**src/rtl/cyclic_lamp.sv**
```systemverilog
// Purpose: fixed-cycle traffic lamp sequencer RED -> GREEN -> YELLOW -> RED with per-phase durations.
// Latency: light is registered from next-state decode, so it changes on the rising edge that enters a phase.
// Backpressure: none; free-running sequencer with no handshake.
//
// Ports:
//   clock - single clock; all state changes occur on its rising edge
//   reset - asynchronous active-high reset; immediately forces RED, light = 3'b100, cnt = 0
//   light - one-hot lamp drive declared [0:2]: light[0] red, light[1] green, light[2] yellow
//           (written MSB-first: red = 3'b100, green = 3'b010, yellow = 3'b001)
module cyclic_lamp #(
  parameter int RED_CYCLES    = 1,
  parameter int GREEN_CYCLES  = 1,
  parameter int YELLOW_CYCLES = 1,
  parameter int CNT_W         = 8
) (
  input  logic       clock,
  input  logic       reset,
  output logic [0:2] light
);

  // Largest legal phase length: the counter holds CYCLES-1, which fits in CNT_W bits.
  localparam longint MAX_CYCLES = longint'(1) << CNT_W;

  // Elaboration-time range checks; illegal lengths have no defined runtime behaviour.
  if (CNT_W < 1) begin : g_bad_cnt_w
    $error("cyclic_lamp: CNT_W=%0d must be at least 1", CNT_W);
  end
  if (RED_CYCLES < 1 || longint'(RED_CYCLES) > MAX_CYCLES) begin : g_bad_red
    $error("cyclic_lamp: RED_CYCLES=%0d outside 1..2^CNT_W", RED_CYCLES);
  end
  if (GREEN_CYCLES < 1 || longint'(GREEN_CYCLES) > MAX_CYCLES) begin : g_bad_green
    $error("cyclic_lamp: GREEN_CYCLES=%0d outside 1..2^CNT_W", GREEN_CYCLES);
  end
  if (YELLOW_CYCLES < 1 || longint'(YELLOW_CYCLES) > MAX_CYCLES) begin : g_bad_yellow
    $error("cyclic_lamp: YELLOW_CYCLES=%0d outside 1..2^CNT_W", YELLOW_CYCLES);
  end

  // Terminal counts. Comparing against CYCLES-1 before incrementing means a phase of
  // exactly 2^CNT_W edges ends at the all-ones count and the counter never wraps.
  localparam logic [CNT_W-1:0] RED_LAST    = CNT_W'(RED_CYCLES - 1);
  localparam logic [CNT_W-1:0] GREEN_LAST  = CNT_W'(GREEN_CYCLES - 1);
  localparam logic [CNT_W-1:0] YELLOW_LAST = CNT_W'(YELLOW_CYCLES - 1);

  localparam logic [0:2] LAMP_RED    = 3'b100;
  localparam logic [0:2] LAMP_GREEN  = 3'b010;
  localparam logic [0:2] LAMP_YELLOW = 3'b001;

  typedef enum logic [1:0] {
    ST_RED    = 2'b00,
    ST_GREEN  = 2'b01,
    ST_YELLOW = 2'b10
  } state_t;

  state_t           state;
  state_t           state_nxt;
  logic [CNT_W-1:0] cnt;
  logic [CNT_W-1:0] cnt_nxt;
  logic [0:2]       light_nxt;

  // Next-state and counter logic.
  always_comb begin
    state_nxt = state;
    cnt_nxt   = cnt + 1'b1;
    case (state)
      ST_RED: begin
        if (cnt == RED_LAST) begin
          state_nxt = ST_GREEN;
          cnt_nxt   = '0;
        end
      end
      ST_GREEN: begin
        if (cnt == GREEN_LAST) begin
          state_nxt = ST_YELLOW;
          cnt_nxt   = '0;
        end
      end
      ST_YELLOW: begin
        if (cnt == YELLOW_LAST) begin
          state_nxt = ST_RED;
          cnt_nxt   = '0;
        end
      end
      default: begin
        // Unused encoding (e.g. after an upset): recover to the start of red.
        state_nxt = ST_RED;
        cnt_nxt   = '0;
      end
    endcase
  end

  // Lamp decode from the next state so the registered light tracks state with no
  // extra cycle and no path from any input to the output.
  always_comb begin
    light_nxt = LAMP_RED;
    case (state_nxt)
      ST_RED:    light_nxt = LAMP_RED;
      ST_GREEN:  light_nxt = LAMP_GREEN;
      ST_YELLOW: light_nxt = LAMP_YELLOW;
      default:   light_nxt = LAMP_RED;
    endcase
  end

  always_ff @(posedge clock or posedge reset) begin
    if (reset) begin
      state <= ST_RED;
      cnt   <= '0;
      light <= LAMP_RED;
    end else begin
      state <= state_nxt;
      cnt   <= cnt_nxt;
      light <= light_nxt;
    end
  end

endmodule

```
**config.mk**
```make
export PLATFORM = sky130hd
export DESIGN_NAME = cyclic_lamp
export DESIGN_NICKNAME = d
export VERILOG_FILES = /design/src/rtl/cyclic_lamp.sv
export SDC_FILE = /design/constraint.sdc
export NUM_CORES = 1
export LEC_CHECK = 0
export BUFFER_PORTS_ARGS = -buffer_cell sky130_fd_sc_hd__buf_4
export CORE_AREA = 2 2 39 41
export CTS_BUF_LIST = sky130_fd_sc_hd__clkbuf_8
export DETAILED_ROUTE_END_ITERATION = 7
export DIE_AREA = 0 0 41 43
export PLACE_DENSITY_LB_ADDON = 0.2
export SLEW_MARGIN = 20
export SYNTH_ARGS = -nofsm -noshare
export SYNTH_HDL_FRONTEND = slang
export SYNTH_SLANG_ARGS = --single-unit
```
**constraint.sdc**
```tcl
create_clock -name clock -period 1.89 [get_ports clock]
set_input_delay 0.2835 -clock clock [delete_from_list [all_inputs] [get_ports clock]]
set_output_delay 0.2835 -clock clock [all_outputs]
set_load 0.02 [all_outputs]
```
==> impl_metrics.toml, run 1 <==
[sta]
hold_viol_final = 0
slew_headroom_pct = 66.7
max_freq_mhz = 546
finalClockSkew_ns = 0.00211
slew_violations = 0
whs_ns = 0.0679
fin_setup_tns_ns = 0
final.period_utilization_pct = 97.0
tightest_slew_ns = 0.499
setup_violations = 0
rsz0062_at_grt = "false"
min_period_ns = 1.83

[synthesis]
ys_types = 22
ys_ff_latch = 13
netlist_area_um2 = 621
syn_inst = 57
ys_warn_count = 0
synth-seq-area-share_pct = 52.6
synth_nets = 63
avgSynthCellArea_um2 = 10.9

[critical_path]
critPathMaxStageDelay_ns = 0.56
path_buf_inv = 0
end_kind = "flop"
worst-r2r-setup-slack_ns = 0.06
critPathKind = "flop to flop"
reg2reg_depth = 4
worst_path_dominant_cell_family = "simple AND/OR/NAND/NOR gates"
critPathArrivalTime_ns = 2.00
startpoint_type = "flop"
rr_startpoint = "cnt[3]$_DFF_PP0_"
rr_endpoint = "light[0]$_DFF_PP1_"
required_ns = 2.06
worstPathMaxFanout = 4
slowest_stage = "or4_4"
path_cells = "or4_4 -> or3_4 -> a21o_1 -> ha_1"

[grt]
grt_max_degree = 14
grt_pass1_wl_mm = 1.92
grt_overflow = 0
grt.met2_usage_pct = 25.6
grt_pass1_vias = 449
grtUsageMet1_pct = 21.3
grt_util_met3_pct = 3.14
antenna_found_initial = 0
grt_use_total_pct = 16.6
grt.busiest_layer = "met2"

[worst_hold_path]
hold_path.class = "primary input to async pin"

[clock_network]
clk_pin_slew_ns = 0.05
cts_sinks = 13
cts_tree = "built"
cts_root_buffer = "clkbuf_8"
insertion_delay_ns = 0.24
max-clock-path-buffers = 2
holdBufCountCts = 0
cts_made_buffers = 3
cts_setup_buffers = 0
htreeDepth = 1

[drt]
vias = 449
drt-initial-drc-count = 7
routed_wirelength_mm = 1.12
drc = 0
viasPerCell = 5.16
drt-pass1-iter-count = 3
ant_nets = 0
wl_per_cell_um = 12.9

[layout]
syn2layout_area_growth_pct = 23.8
diodes = 0
drive_above_1_share_pct = 29.6
fin_nets = 78

[power_and_ir_drop]
vdd_drop_max_uv = 413
p_total_uw = 522
p_per_area_nw_per_um2 = 680
p_leak_uw = 0.000355

[floorplanning]
std_cell_rows = 14
fp.dieH_um = 43
start_util_pct = 44.8
dieWidth_um = 41
dieArea_um2 = 1760
core-area_um2 = 1380
ioPinCount = 5

[place]
post-dp-hpwl_um = 845
globalplace.congestion = 0.698
portBuffers = 4

[flow_run]
maxCapViolations = 0

[run_status]
status = "complete, no violations"
-- cells by family (layout without fill, tap and decap cells) --
logic type      after synthesis  after routing  share of synthesized area, %
mux                           2              2                          4.03
simple gates                 20             20                          19.4
compound gates               11             11                          9.27
xor+xnor                      3              3                          4.23
fa+ha+maj                     4              4                          8.06
buf+inv                       4             18                          2.42
flops                        13             13                          52.6
-- report_power, final --
part           internal, uW  total (uW)  switching [uW]
sequential              279         279               0
combinational          1.41        6.83            5.42
clock                   143         237            93.7
-- worst register-to-register path: stages, from the launching register on --
cell	delay (ns)
dfrtp_1	0.38
or4_4	0.56
or3_4	0.39
a21o_1	0.17
ha_1	0.26
-- flip-flops by register name, indices dropped and copies added, names as in the netlist --
register / count
cnt: 8
light: 3
state: 2
-- cell usage after synthesis --
cell type | count | area, um2
a21oi_1 | 5 | 25.0
o21ai_0 | 5 | 25.0
or2_4 | 1 | 8.76
ha_1 | 4 | 50.1
nand2b_1 | 2 | 12.5
or3_2 | 1 | 7.51
xnor2_1 | 1 | 8.76
nand2_1 | 2 | 7.51
xor2_1 | 2 | 17.5
inv_1 | 4 | 15.0
or4_4 | 1 | 11.3
nand3_1 | 4 | 20.0
or3_1 | 3 | 18.8
and3_2 | 1 | 7.51
nand4_1 | 1 | 6.26
nor2_1 | 3 | 11.3
mux2_4 | 1 | 15.0
a21o_1 | 1 | 7.51
dfstp_2 | 1 | 26.3
mux2i_1 | 1 | 10.0
or3b_2 | 1 | 8.76
dfrtp_1 | 12 | 300
-- worst max path at each step --
stage                                     to              from  cells past startpoint  slack, ns
after floorplan           light[0]$_DFF_PP1_  cnt[0]$_DFF_PP0_                      6       0.03
after global placement    light[0]$_DFF_PP1_  cnt[6]$_DFF_PP0_                      4       0.07
after detailed placement  light[0]$_DFF_PP1_  cnt[0]$_DFF_PP0_                      6       0.02
after CTS                 light[0]$_DFF_PP1_  cnt[0]$_DFF_PP0_                      6      0.007
after global routing      light[0]$_DFF_PP1_  cnt[3]$_DFF_PP0_                      4      0.006
final                     light[0]$_DFF_PP1_  cnt[3]$_DFF_PP0_                      4       0.06
-- per-layer routing --
layer	up-vias	wire [um]
met1	218	493
li1	225	-
met5	-	0
met3	2	20
met2	4	590
met4	0	15
-- repair_timing --
action                     4_1_cts  5_1_grt
resized for setup                0        1
setup endpoints to repair        0        3
hold endpoints to repair         0        0
-- layout make-up --
class,count,area (um2)
Clock inverter,1,3.75
Multi-Input combinational cell,40,287
Timing Repair Buffer,10,75.1
Clock buffer,3,41.3
Fill cell,119,616
Inverter,4,15.0
Sequential cell,13,327
Tap cell,16,20.0
-- cells in the final DEF (no fill, tap or decap), types with 2 or more instances in the layout --
cell type	n
a21oi_1	5
buf_4	10
clkbuf_8	3
dfrtp_1	12
ha_1	4
inv_1	5
nand2_1	2
nand2b_1	2
nand3_1	4
nor2_1	3
o21ai_0	5
or3_1	2
xor2_1	2
-- stage by stage --
step / util [%] / cell area (um2) / worst slack, ns / std cells
2_1_floorplan: - / 623 / 0.0316 / 57
3_3_place_gp: 51.9 / 718 / 0.0657 / 83
3_5_place_dp: 51.9 / 718 / 0.0200 / 83
4_1_cts: 55.2 / 763 / 0.00732 / 87
5_1_grt: 55.5 / 768 / 0.00558 / 87
6_report: 55.5 / 768 / 0.0569 / 87
No activity file was read; power rests on OpenSTA's default activity.
==> inputs of run 2 (changes only) <==
--- a/config.mk
+++ b/config.mk
@@ -5,7 +5,7 @@
 export SDC_FILE = /design/constraint.sdc
 export NUM_CORES = 1
 export LEC_CHECK = 0
-export BUFFER_PORTS_ARGS = -buffer_cell sky130_fd_sc_hd__buf_4
+export BUFFER_PORTS_ARGS = -buffer_cell sky130_fd_sc_hd__buf_2
 export CORE_AREA = 2 2 39 41
 export CTS_BUF_LIST = sky130_fd_sc_hd__clkbuf_8
 export DETAILED_ROUTE_END_ITERATION = 7
==> constraint.sdc (replaced) <==
create_clock -name clock -period 2.1 [get_ports clock]
set_input_delay 0.315 -clock clock [delete_from_list [all_inputs] [get_ports clock]]
set_output_delay 0.315 -clock clock [all_outputs]
set_load 0.02 [all_outputs]
==> impl_metrics.toml, run 2 (synthesized netlist as in run 1, its figures left out) <==
[layout]
layout_common_cells = "12 x dfrtp_1, 5 x inv_1, 5 x o21ai_0, 5 x a21oi_1"
final_util_pct = 52.6
layoutNonFillerInstCount = 84
largest-register = "cnt"
multi_input_area_um2 = 279
fin_nets = 75
syn2layout_area_growth_pct = 17.3
largest_reg_flops = 8
n_fill_cell = 134
final-seq-area_um2 = 327
fin_area_um2 = 728
diodes = 0
layout_commonest_cell = "dfrtp_1"
top_regs = "cnt x8, light x3, state x2"
drive_above_1_share_pct = 25.0

[sta]
hold_viol_final = 0
slew_headroom_pct = 65.7
tightest_slew_ns = 0.514
rsz0062_at_grt = "false"
min_period_ns = 1.97
fin_setup_tns_ns = 0
fin_ws_ns = 0.127
setup_violations = 0
final.period_utilization_pct = 93.9
max_freq_mhz = 507
slew_violations = 0
finalClockSkew_ns = 0.00699

[place]
portBuffers = 4
dp_slack_ns = 0.135
dpl.cell_count = 80
globalplace.congestion = 0.708
post-dp-hpwl_um = 805
post_dp_cell_area_um2 = 683

[floorplanning]
ioPinCount = 5
fp.dieH_um = 43
dieWidth_um = 41
core-area_um2 = 1380
dieArea_um2 = 1760
std_cell_rows = 14
start_util_pct = 44.8

[critical_path]
critPathMaxStageDelay_ns = 0.47
worstPathMaxFanout = 5
worst_path_dominant_cell_family = "simple AND/OR/NAND/NOR gates"
worst_path_most_repeated_cell = "ha_1"
critPathArrivalTime_ns = 2.14
critPathKind = "flop to flop"
reg2reg_depth = 6
required_ns = 2.27
path_buf_inv = 1
slowest_stage = "or3b_2"
path_cells = "inv_1 -> ha_1 -> or3b_2 -> or3_1 -> a21o_1 -> ha_1"
startpoint_type = "flop"
worst-r2r-setup-slack_ns = 0.13
rr_startpoint = "cnt[1]$_DFF_PP0_"
rr_endpoint = "light[0]$_DFF_PP1_"
end_kind = "flop"

[drt]
wl_per_cell_um = 13.0
drt-initial-drc-count = 4
drc = 0
routed_wirelength_mm = 1.09
drt-pass1-iter-count = 4
viasPerCell = 5.36
vias = 450
ant_nets = 0

[worst_hold_path]
hold_path.class = "primary input to async pin"

[clock_network]
cts_setup_buffers = 0
cts_made_buffers = 3
cts_tree = "built"
cts_sinks = 13
insertion_delay_ns = 0.24
holdBufCountCts = 0
max-clock-path-buffers = 2
clk_pin_slew_ns = 0.06
cts_root_buffer = "clkbuf_8"
htreeDepth = 1
post_cts_resized = 0

[grt]
grt_pass1_wl_mm = 1.97
grtUsageMet1_pct = 19.9
grt_max_degree = 14
grt_overflow = 0
grt.busiest_layer = "met2"
grt_pass1_vias = 472
grt_util_met3_pct = 6.28
grt_use_total_pct = 17.2
antenna_found_initial = 0
grt.met2_usage_pct = 25.9

[flow_run]
maxCapViolations = 0

[power_and_ir_drop]
p_leak_uw = 0.000335
vdd_drop_max_uv = 419
p_per_area_nw_per_um2 = 649

[run_status]
status = "complete, no violations"
==> run 2: cell count changes in the layout (fill, tap and decap cells not counted), sizes merged <==
cell	previous run	this run
buf	10	7
==> run 2: power breakdown <==
part           leakage, uW  internal, uW  total (uW)  switching (uW)
Clock            0.0000269           129         216            86.9
Sequential        0.000170           251         251               0
Combinational     0.000138         0.762        5.84            5.08
Total             0.000335           380         472            92.0
==> run 2: per-layer routing <==
| metal | up-vias | wire length [um] |
|---|---|---|
| li1 | 217 | - |
| met1 | 229 | 471 |
| met2 | 2 | 582 |
| met3 | 2 | 17 |
| met4 | 0 | 17 |
| met5 | - | 0 |
==> run 2: cell type report <==
cell class	instances	share of cell area, %
clock buffers	3	5.67
flip-flops and latches	13	44.8
clock inverters	1	0.515
inverters	4	2.06
multi-input cells	40	38.3
well taps	16	2.75
repair buffers	7	5.84
==> run 2: how the worst max path moves through the flow <==
stage / startpoint / end / slack [ns] / cells after the start
CTS: cnt[1]$_DFF_PP0_ / light[0]$_DFF_PP1_ / 0.12 / 6
finish: cnt[1]$_DFF_PP0_ / light[0]$_DFF_PP1_ / 0.13 / 6
detailed placement: cnt[1]$_DFF_PP0_ / light[0]$_DFF_PP1_ / 0.14 / 6
global placement: cnt[1]$_DFF_PP0_ / light[0]$_DFF_PP1_ / 0.16 / 6
floorplan: cnt[0]$_DFF_PP0_ / light[0]$_DFF_PP1_ / 0.19 / 6
global route: cnt[1]$_DFF_PP0_ / light[0]$_DFF_PP1_ / 0.04 / 6
==> run 2: per-stage QoR <==
stage               total power, uW  hold slack, ns
finish                          472          0.0977
floorplan                       259           0.191
global placement                261           0.366
global route                    500           0.129
CTS                             481           0.115
detailed placement              261           0.378
==> inputs of run 3 (changes only) <==
--- a/config.mk
+++ b/config.mk
@@ -11,6 +11,7 @@
 export DETAILED_ROUTE_END_ITERATION = 7
 export DIE_AREA = 0 0 41 43
 export PLACE_DENSITY_LB_ADDON = 0.2
+export RECOVER_POWER = 100
 export SLEW_MARGIN = 20
 export SYNTH_ARGS = -nofsm -noshare
 export SYNTH_HDL_FRONTEND = slang
==> impl_metrics.toml, run 3 (synthesized netlist as in run 1, its figures left out) <==
[drt]
drt-initial-drc-count = 5
viasPerCell = 5.39
wl_per_cell_um = 13.0
drt-pass1-iter-count = 4
ant_nets = 0
drc = 0
routed_wirelength_mm = 1.09
vias = 453

[clock_network]
insertion_delay_ns = 0.24
htreeDepth = 1
cts_setup_buffers = 0
cts_made_buffers = 3
cts_root_buffer = "clkbuf_8"
post_cts_resized = 0
cts_tree = "built"
clk_pin_slew_ns = 0.06
max-clock-path-buffers = 2
holdBufCountCts = 0
cts_sinks = 13

[critical_path]
path_buf_inv = 1
slowest_stage = "or3b_2"
worst_path_dominant_cell_family = "simple AND/OR/NAND/NOR gates"
startpoint_type = "flop"
cp-startpoint = "cnt[1]$_DFF_PP0_"
worstPathMaxFanout = 5
worst_path_most_repeated_cell = "ha_1"
critPathArrivalTime_ns = 2.11
path_depth = 6
critPathMaxStageDelay_ns = 0.47
end_kind = "flop"
rr_startpoint = "cnt[1]$_DFF_PP0_"
required_ns = 2.22
critPathKind = "flop to flop"
reg2reg_depth = 6
path_cells = "inv_1 -> ha_1 -> or3b_2 -> or2_4 -> mux2_1 -> ha_1"

[layout]
diodes = 0
syn2layout_area_growth_pct = 14.9
layout_common_cells = "12 x dfrtp_1, 5 x inv_1, 5 x o21ai_0, 5 x a21oi_1, 5 x clkbuf_1"
largest_reg_flops = 8
final_util_pct = 51.5
top_regs = "cnt x8, light x3, state x2"
layout_commonest_cell = "dfrtp_1"
layoutNonFillerInstCount = 84
largest-register = "cnt"
n_fill_cell = 138
drive_above_1_share_pct = 16.2
fin_nets = 75

[worst_hold_path]
hold_path.class = "primary input to async pin"

[place]
dp_slack_ns = 0.135
portBuffers = 4
dpl.cell_count = 80
post-dp-hpwl_um = 805
globalplace.congestion = 0.708

[power_and_ir_drop]
switching_power_uw = 94.1
pwr-share-comb_pct = 1.2
switching_share_pct = 19.8
clkPwrFrac_pct = 45.9
p_per_area_nw_per_um2 = 665
intPower_uw = 380
vdd_drop_max_uv = 405
seqPwrFrac_pct = 52.8
p_leak_uw = 0.000318

[flow_run]
maxCapViolations = 0

[sta]
finalClockSkew_ns = 0.00744
slew_headroom_pct = 66.2
rsz0062_at_grt = "false"
whs_ns = 0.0919
setup_violations = 0
tightest_slew_ns = 0.507
max_freq_mhz = 503
min_period_ns = 1.99
slew_violations = 0
fin_setup_tns_ns = 0
hold_viol_final = 0
fin_ws_ns = 0.111
final.period_utilization_pct = 94.7

[floorplanning]
std_cell_rows = 14
dieArea_um2 = 1760
fp.dieH_um = 43
ioPinCount = 5
dieWidth_um = 41
core-area_um2 = 1380
start_util_pct = 44.8

[grt]
grt_use_total_pct = 17.2
grt_pass1_wl_mm = 1.97
grt_overflow = 0
grt_max_degree = 14
antenna_found_initial = 0
grt_pass1_vias = 472

[run_status]
status = "complete, no violations"
[run 3: changes by cell type in the layout (fill, tap and decap cells not counted)]
cell	delta
mux2_1	+1
buf_4	-2
mux2_4	-1
clkbuf_1	+5
buf_2	-3
[run 3: worst register-to-register path: cells and delay by family, from the launching register on]
kind                     cells  cell delay [ns]
AND/OR/NAND/NOR              2             0.73
multiplexers                 1             0.33
flip-flops                   1             0.41
buffers and inverters        1             0.08
adder cells (fa/ha/maj)      2             0.32
[run 3: layout make-up]
type / count / area (um2) / share of cell area, %
clock buffers: 3 / 41.3 / 5.79
clock inverters: 1 / 3.75 / 0.526
inverters: 4 / 15.0 / 2.11
multi-input cells: 40 / 275 / 38.6
flip-flops and latches: 13 / 327 / 45.8
well taps: 16 / 20.0 / 2.81
repair buffers: 7 / 31.3 / 4.39
[run 3: path summary, 6_finish.rpt]
kind / endpoint / slack (ns)
worst max-delay path: light[1]$_DFF_PP0_ / 0.11
worst min-delay path: cnt[1]$_DFF_PP0_ / 0.09
worst max register to register: light[1]$_DFF_PP0_ / 0.11
worst min register to register: cnt[3]$_DFF_PP0_ / 0.54
max in group asynchronous: light[0]$_DFF_PP1_ / 1.65
min in group clock: cnt[3]$_DFF_PP0_ / 0.54
[run 3: routing by layer]
layer / track usage, % / vias up / routed length, um
met4: 10.0 / 0 / 25
met2: 25.9 / 5 / 578
met3: 6.28 / 4 / 23
li1: - / 217 / -
met1: 19.9 / 227 / 462
met5: 0 / - / 0
[run 3: power groups by stage]
stage / Combinational, uW / Sequential, uW / Clock, uW
floorplan: 3.79 / 255 / 0
global placement: 6.13 / 255 / 0
detailed placement: 6.36 / 255 / 0
CTS: 6.34 / 251 / 224
global route: 6.91 / 251 / 242
finish: 5.77 / 251 / 218
[run 3: through the flow]
stage / total power [uW] / area, um2
finish: 475 / 713
global route: 500 / 713
CTS: 481 / 728
detailed placement: 261 / 683
global placement: 261 / 683
floorplan: 259 / 621
